[src/rtl/data_mem_arbiter.sv]
`default_nettype none
// ============================================================================
// Module      : data_mem_arbiter
// Description : Two-port round-robin arbiter in front of a single-port data
//               memory. One transaction in flight: IDLE -> ACCESS -> DONE.
// Revision    : 1.0 - initial release
// ============================================================================
module data_mem_arbiter #(
    parameter int ADDR_W = 14,
    parameter int DATA_W = 32
) (
    input  logic              clk,
    input  logic              rst_n,
    input  logic              p0_req,
    input  logic              p0_we,
    input  logic [ADDR_W-1:0] p0_addr,
    input  logic [DATA_W-1:0] p0_wdata,
    output logic              p0_ack,
    output logic [DATA_W-1:0] p0_rdata,
    input  logic              p1_req,
    input  logic              p1_we,
    input  logic [ADDR_W-1:0] p1_addr,
    input  logic [DATA_W-1:0] p1_wdata,
    output logic              p1_ack,
    output logic [DATA_W-1:0] p1_rdata,
    output logic [ADDR_W-1:0] mem_addr,
    output logic              mem_we,
    output logic [DATA_W-1:0] mem_wdata,
    input  logic [DATA_W-1:0] mem_rdata
);

    localparam logic [1:0] c_idle   = 2'd0;
    localparam logic [1:0] c_access = 2'd1;
    localparam logic [1:0] c_done   = 2'd2;

    logic [1:0]        r_state;
    logic [1:0]        w_next_state;
    logic              r_gnt;        // 1 = port 1 owns the current transaction
    logic              r_last_grant; // 1 = port 1 was granted last
    logic              r_we;
    logic [ADDR_W-1:0] r_addr;
    logic [DATA_W-1:0] r_wdata;
    logic [DATA_W-1:0] r_rdata;
    logic              w_any_req;
    logic              w_pick_p1;

    assign w_any_req = p0_req | p1_req;
    // Port 1 wins when alone, or on a tie when port 0 was granted last.
    assign w_pick_p1 = p1_req & (~p0_req | ~r_last_grant);

    always_ff @(posedge clk or negedge rst_n) begin
        if (!rst_n) begin
            r_state <= c_idle;
        end else begin
            r_state <= w_next_state;
        end
    end

    always_comb begin
        w_next_state = r_state;
        case (r_state)
            c_idle:   if (w_any_req) w_next_state = c_access;
            c_access: w_next_state = c_done;
            c_done:   w_next_state = c_idle;
            default:  w_next_state = c_idle;
        endcase
    end

    always_ff @(posedge clk or negedge rst_n) begin
        if (!rst_n) begin
            r_gnt        <= 1'b0;
            r_last_grant <= 1'b1;
            r_we         <= 1'b0;
            r_addr       <= '0;
            r_wdata      <= '0;
            r_rdata      <= '0;
        end else begin
            if (r_state == c_idle && w_any_req) begin
                r_gnt        <= w_pick_p1;
                r_last_grant <= w_pick_p1;
                r_we         <= w_pick_p1 ? p1_we    : p0_we;
                r_addr       <= w_pick_p1 ? p1_addr  : p0_addr;
                r_wdata      <= w_pick_p1 ? p1_wdata : p0_wdata;
            end
            // Writes leave the previously captured read data in place.
            if (r_state == c_access && !r_we) begin
                r_rdata <= mem_rdata;
            end
        end
    end

    always_comb begin
        mem_we = 1'b0;
        p0_ack = 1'b0;
        p1_ack = 1'b0;
        case (r_state)
            c_access: mem_we = r_we;
            c_done: begin
                p0_ack = ~r_gnt;
                p1_ack = r_gnt;
            end
            default: ;
        endcase
    end

    assign mem_addr  = r_addr;
    assign mem_wdata = r_wdata;
    assign p0_rdata  = r_rdata;
    assign p1_rdata  = r_rdata;

endmodule
`default_nettype wire

[config.mk]
export PLATFORM = sky130hd
export DESIGN_NAME = data_mem_arbiter
export DESIGN_NICKNAME = d
export VERILOG_FILES = /design/src/rtl/data_mem_arbiter.sv
export SDC_FILE = /design/constraint.sdc
export NUM_CORES = 1
export LEC_CHECK = 0
export CAP_MARGIN = 20
export CORE_MARGIN = 4
export CORE_UTILIZATION = 35
export CTS_BUF_LIST = sky130_fd_sc_hd__clkbuf_2
export DETAILED_ROUTE_END_ITERATION = 16
export GPL_TIMING_DRIVEN = 1
export PLACE_DENSITY = 0.75
export REMOVE_ABC_BUFFERS = 1
export SLEW_MARGIN = 0
export SYNTH_ARGS = -nofsm -noshare
export SYNTH_HDL_FRONTEND = slang
export SYNTH_SLANG_ARGS = --single-unit
export TNS_END_PERCENT = 50
[constraint.sdc]
create_clock -name clk -period 3.5 [get_ports clk]
set_clock_uncertainty 0.1 [all_clocks]
set_input_delay 1.05 -clock clk [delete_from_list [all_inputs] [get_ports clk]]
set_output_delay 1.05 -clock clk [all_outputs]
set_load 0.01 [all_outputs]
# Word-level counts from Yosys, hierarchy flattened
# Index checks and enable logic that the tools add are counted.
# totals
ff_bits,83
# op_classes
eq_ne,3
n_mux,8
n_bitwise,6
n_reduce_logical,4
# op_table
op,n
2-to-1 mux 32 bit,1
2-to-1 mux 14 bit,1
2-to-1 mux 1 bit,4
case mux 2 bit (2 select lines),1
NOT 1 bit,3
== test 2 x 1 -> 1 bit (second input constant),1
== test 2 bit (second input constant),1
logical AND 1 bit,2
logical NOT 2 bit,1
2-to-1 mux 2 bit,1
inequality test 2 bit (second input constant),1
bitwise OR 1 bit,2
bitwise AND 1 bit,1
logical NOT 1 bit,1

# Depth between registers and ports, before layout
# logic_depth
word_depth,4
depth_mapped,5

# Worst setup path before layout
# OpenSTA, ideal clock, no wires.
# synth_path
path_kind,input-to-reg
from,in p1_req
to,reg r_wdata[10] (netlist: mem_wdata[10])
t_arrival_ps,2084
required_time_ps,3275
path_slack_ps,1191
cell_stages,5
n_path_buf,2
cell_sequence,a21bo_2 > buf_6 > buf_6 > mux2_4 > mux2_4
# synth_via
elab_chain_cells,2
word_cells_on_any_way,4
# synth_rtl
item,line_no,rtl
start: declaration,20,"input logic p1_req,"
bitwise AND 1 bit or bitwise OR 1 bit (tied branches),"49, 47",
2-to-1 mux 32 bit or logical AND 1 bit (tied branches),"83, 78",
end signal: assignment,83,r_wdata <= w_pick_p1 ? p1_wdata : p0_wdata;
end: declaration,42,logic [DATA_W-1:0] r_wdata;
# Parallel ways exist; a longest one is shown, timed or not.
# A chain may end at the register's enable or synchronous reset.

# Worst setup path after layout
# layout_path
from,reg r_state[0]
to,out mem_we
# layout_via
elab_chain_cells,2
# layout_rtl
item,line_no,rtl
start: declaration,36,logic [1:0] r_state;
start signal: assignment,53,r_state <= c_idle;
start signal: assignment,55,r_state <= w_next_state;
== test 2 x 1 -> 1 bit,96,case (r_state)
2-to-1 mux 1 bit,96,
end: declaration,27,"output logic mem_we,"
# Every way passes these cells.

==> results.toml <==
[min_path]
hp-class = "primary input to async pin"

[sta]
clock.fmax_mhz = 327
slew_headroom = 0.635
finalHoldViolations = 0
setup_viol = 0
holdWs_ps = 382
fin_crit_ps = 3060
tns_ps = 0
slew_violations = 0
rsz0062_at_grt = "no"
period_share = 0.874
fin_ws_ps = 440
worstMarginPinSlew_ps = 547

[place]
gp_congestion = 0.715
port_buffers = 242
dpl.hpwl_um = 8240
dp_slack_ps = 601

[global_route]
grt_pass1_vias = 3191
track_usage = 0.156
grt_overflow = 0
grt_pass1_wl_um = 16500
antenna_found_initial = 0
grt_start_max_net_pins = 84

[worst_setup_path]
crit_path_start = "r_state[0]$_DFFE_PN0P_"
r2r_slack_ps = 1630
r2r_start = "r_last_grant$_DFFE_PN1P_"
worstSetupPathType = "register to output port"
crit_required_ps = 2350
worstPathArrival_ps = 1910
end_kind = "output port"
critPathSlowestCell = "clkdlybuf4s50_1"
start_kind = "register"
path_cells = "nor2b_1 -> and2_1 -> clkdlybuf4s50_1"
critPathMaxFanout = 5
r2r_end = "mem_wdata[28]$_DFFE_PN0P_"
worstRegToRegCells = 4
cpPeakStageDelay_ps = 550

[power_and_ir_drop]
p_leak_nw = 2.69
ir_worst_vdd_mv = 0.672
p_total_mw = 5.33
power_density_nw_per_um2 = 822

[clocking]
clock_latency_ps = 500
cts.sinks = 83
root_buffer = "clkbuf_2"
cts_buffers = 9
path_clk_slew_ps = 240
cts_tree = "built"
post-cts-setup-buffer-count = 0
hold_buffers = 0
clock_path_buffers = 2
cts-resized-gates = 0
htree_levels = 3

[yosys]
avgSynthCellArea_um2 = 15.2
ys_seq_area_frac = 0.512
ys_ff_latch = 83
synth_cell_types = 19
netlist_instances = 267
syn_area_um2 = 4060
yosysWarningCount = 0

[route]
drcViolationCount = 0
route.met2.wl_um = 5650
top_layer_used = "met4"
drt_iter0_markers = 68
wl_met1_um = 4130
wirelength_um = 10700
wl_per_cell_um = 17.1
ant_nets = 0
dr_wl_met3_um = 747
firstDrtPassIters = 3
vias = 2874
via_per_inst = 4.58

[finish]
multi_input_area_um2 = 1640
antennaDiodeCount = 0
area_delta_synth_final_pct = 59.9
mostFrequentLayoutCells = "241 x clkdlybuf4s50_1, 87 x mux2_2, 82 x dfrtp_1"
fin_nets = 609
regArea_um2 = 2080
drive_above_1_share = 0.310
n_fill_cell = 961
final_common_cell = "clkdlybuf4s50_1"

[floorplanning]
initial_utilization = 0.357
die_width_um = 116
num_rows = 39
die-area_um2 = 13400
die_y_um = 116
core-area_um2 = 11400
io_pins = 243

[run]
cap_violations = 0

[outcome]
status = "finished clean"
[worst max-delay path by stage]
stage	slack, ps	to
final	440	mem_we
after floorplan	420	mem_addr[0]$_DFFE_PN0P_
after global routing	240	mem_we
after detailed placement	600	mem_addr[4]$_DFFE_PN0P_
after CTS	380	mem_we
after global placement	640	mem_addr[9]$_DFFE_PN0P_
[registers in the layout (all words and copies together), names as in the netlist]
signal        cells
r_last_grant      1
r_state           2
r_gnt             1
mem_addr         14
mem_wdata        32
p0_rdata         32
r_we              1
[cells in the mapped netlist]
library cell / instances / area (um2)
clkbuf_2: 1 / 5.00
buf_4: 37 / 278
mux2_4: 38 / 571
o32ai_1: 1 / 8.76
dfrtp_1: 82 / 2050
o21a_1: 1 / 7.51
inv_1: 1 / 3.75
mux2_1: 1 / 11.3
buf_6: 3 / 33.8
buf_2: 5 / 25.0
and2_1: 1 / 6.26
a31oi_1: 1 / 6.26
a21bo_2: 1 / 10.0
mux2_2: 87 / 980
nor2b_1: 2 / 12.5
a21oi_1: 1 / 5.00
nor2_1: 1 / 3.75
dfstp_2: 1 / 26.3
nor3b_1: 2 / 15.0
[where the power goes]
part	switching [mW]	internal (mW)
Clock	0.348	0.0978
Sequential	0.326	1.46
Combinational	1.10	2.01
Total	1.77	3.56
[routing by layer]
layer  vias up  GRT usage
met4         0     0.0487
met2       106      0.270
met3        12     0.0512
met5         -          0
met1      1416      0.184
li1       1340          -
[final cells by class]
class	instances	share of cell area
flip-flops and latches	83	0.320
repair buffers	247	0.384
clock inverters	7	0.00771
multi-input cells	137	0.253
well taps	143	0.0276
clock buffers	9	0.00694
inverters	1	0.000578
[critical path, delay by kind of cell (launching register included)]
family,cells,cell delay [ps]
and+or+nand+nor,2,410
buffers and inverters,1,550
DFF,1,460
[stage by stage]
stage	cell area, um2	util	cells
3_5_place_dp	6380	0.561	610
2_1_floorplan	3720	-	221
4_1_cts	6470	0.569	626
3_3_place_gp	6380	0.561	610
6_report	6490	0.571	627
5_1_grt	6490	0.571	627
[kinds of logic after synthesis]
group                  after synthesis  synth area share
flip-flops                          83             0.512
AO/OA/AOI/OAI                        5           0.00925
buffers and inverters               47            0.0851
multiplexers                       126             0.385
AND/OR/NAND/NOR                      6           0.00924
No activity file was read; power rests on OpenSTA's default activity.
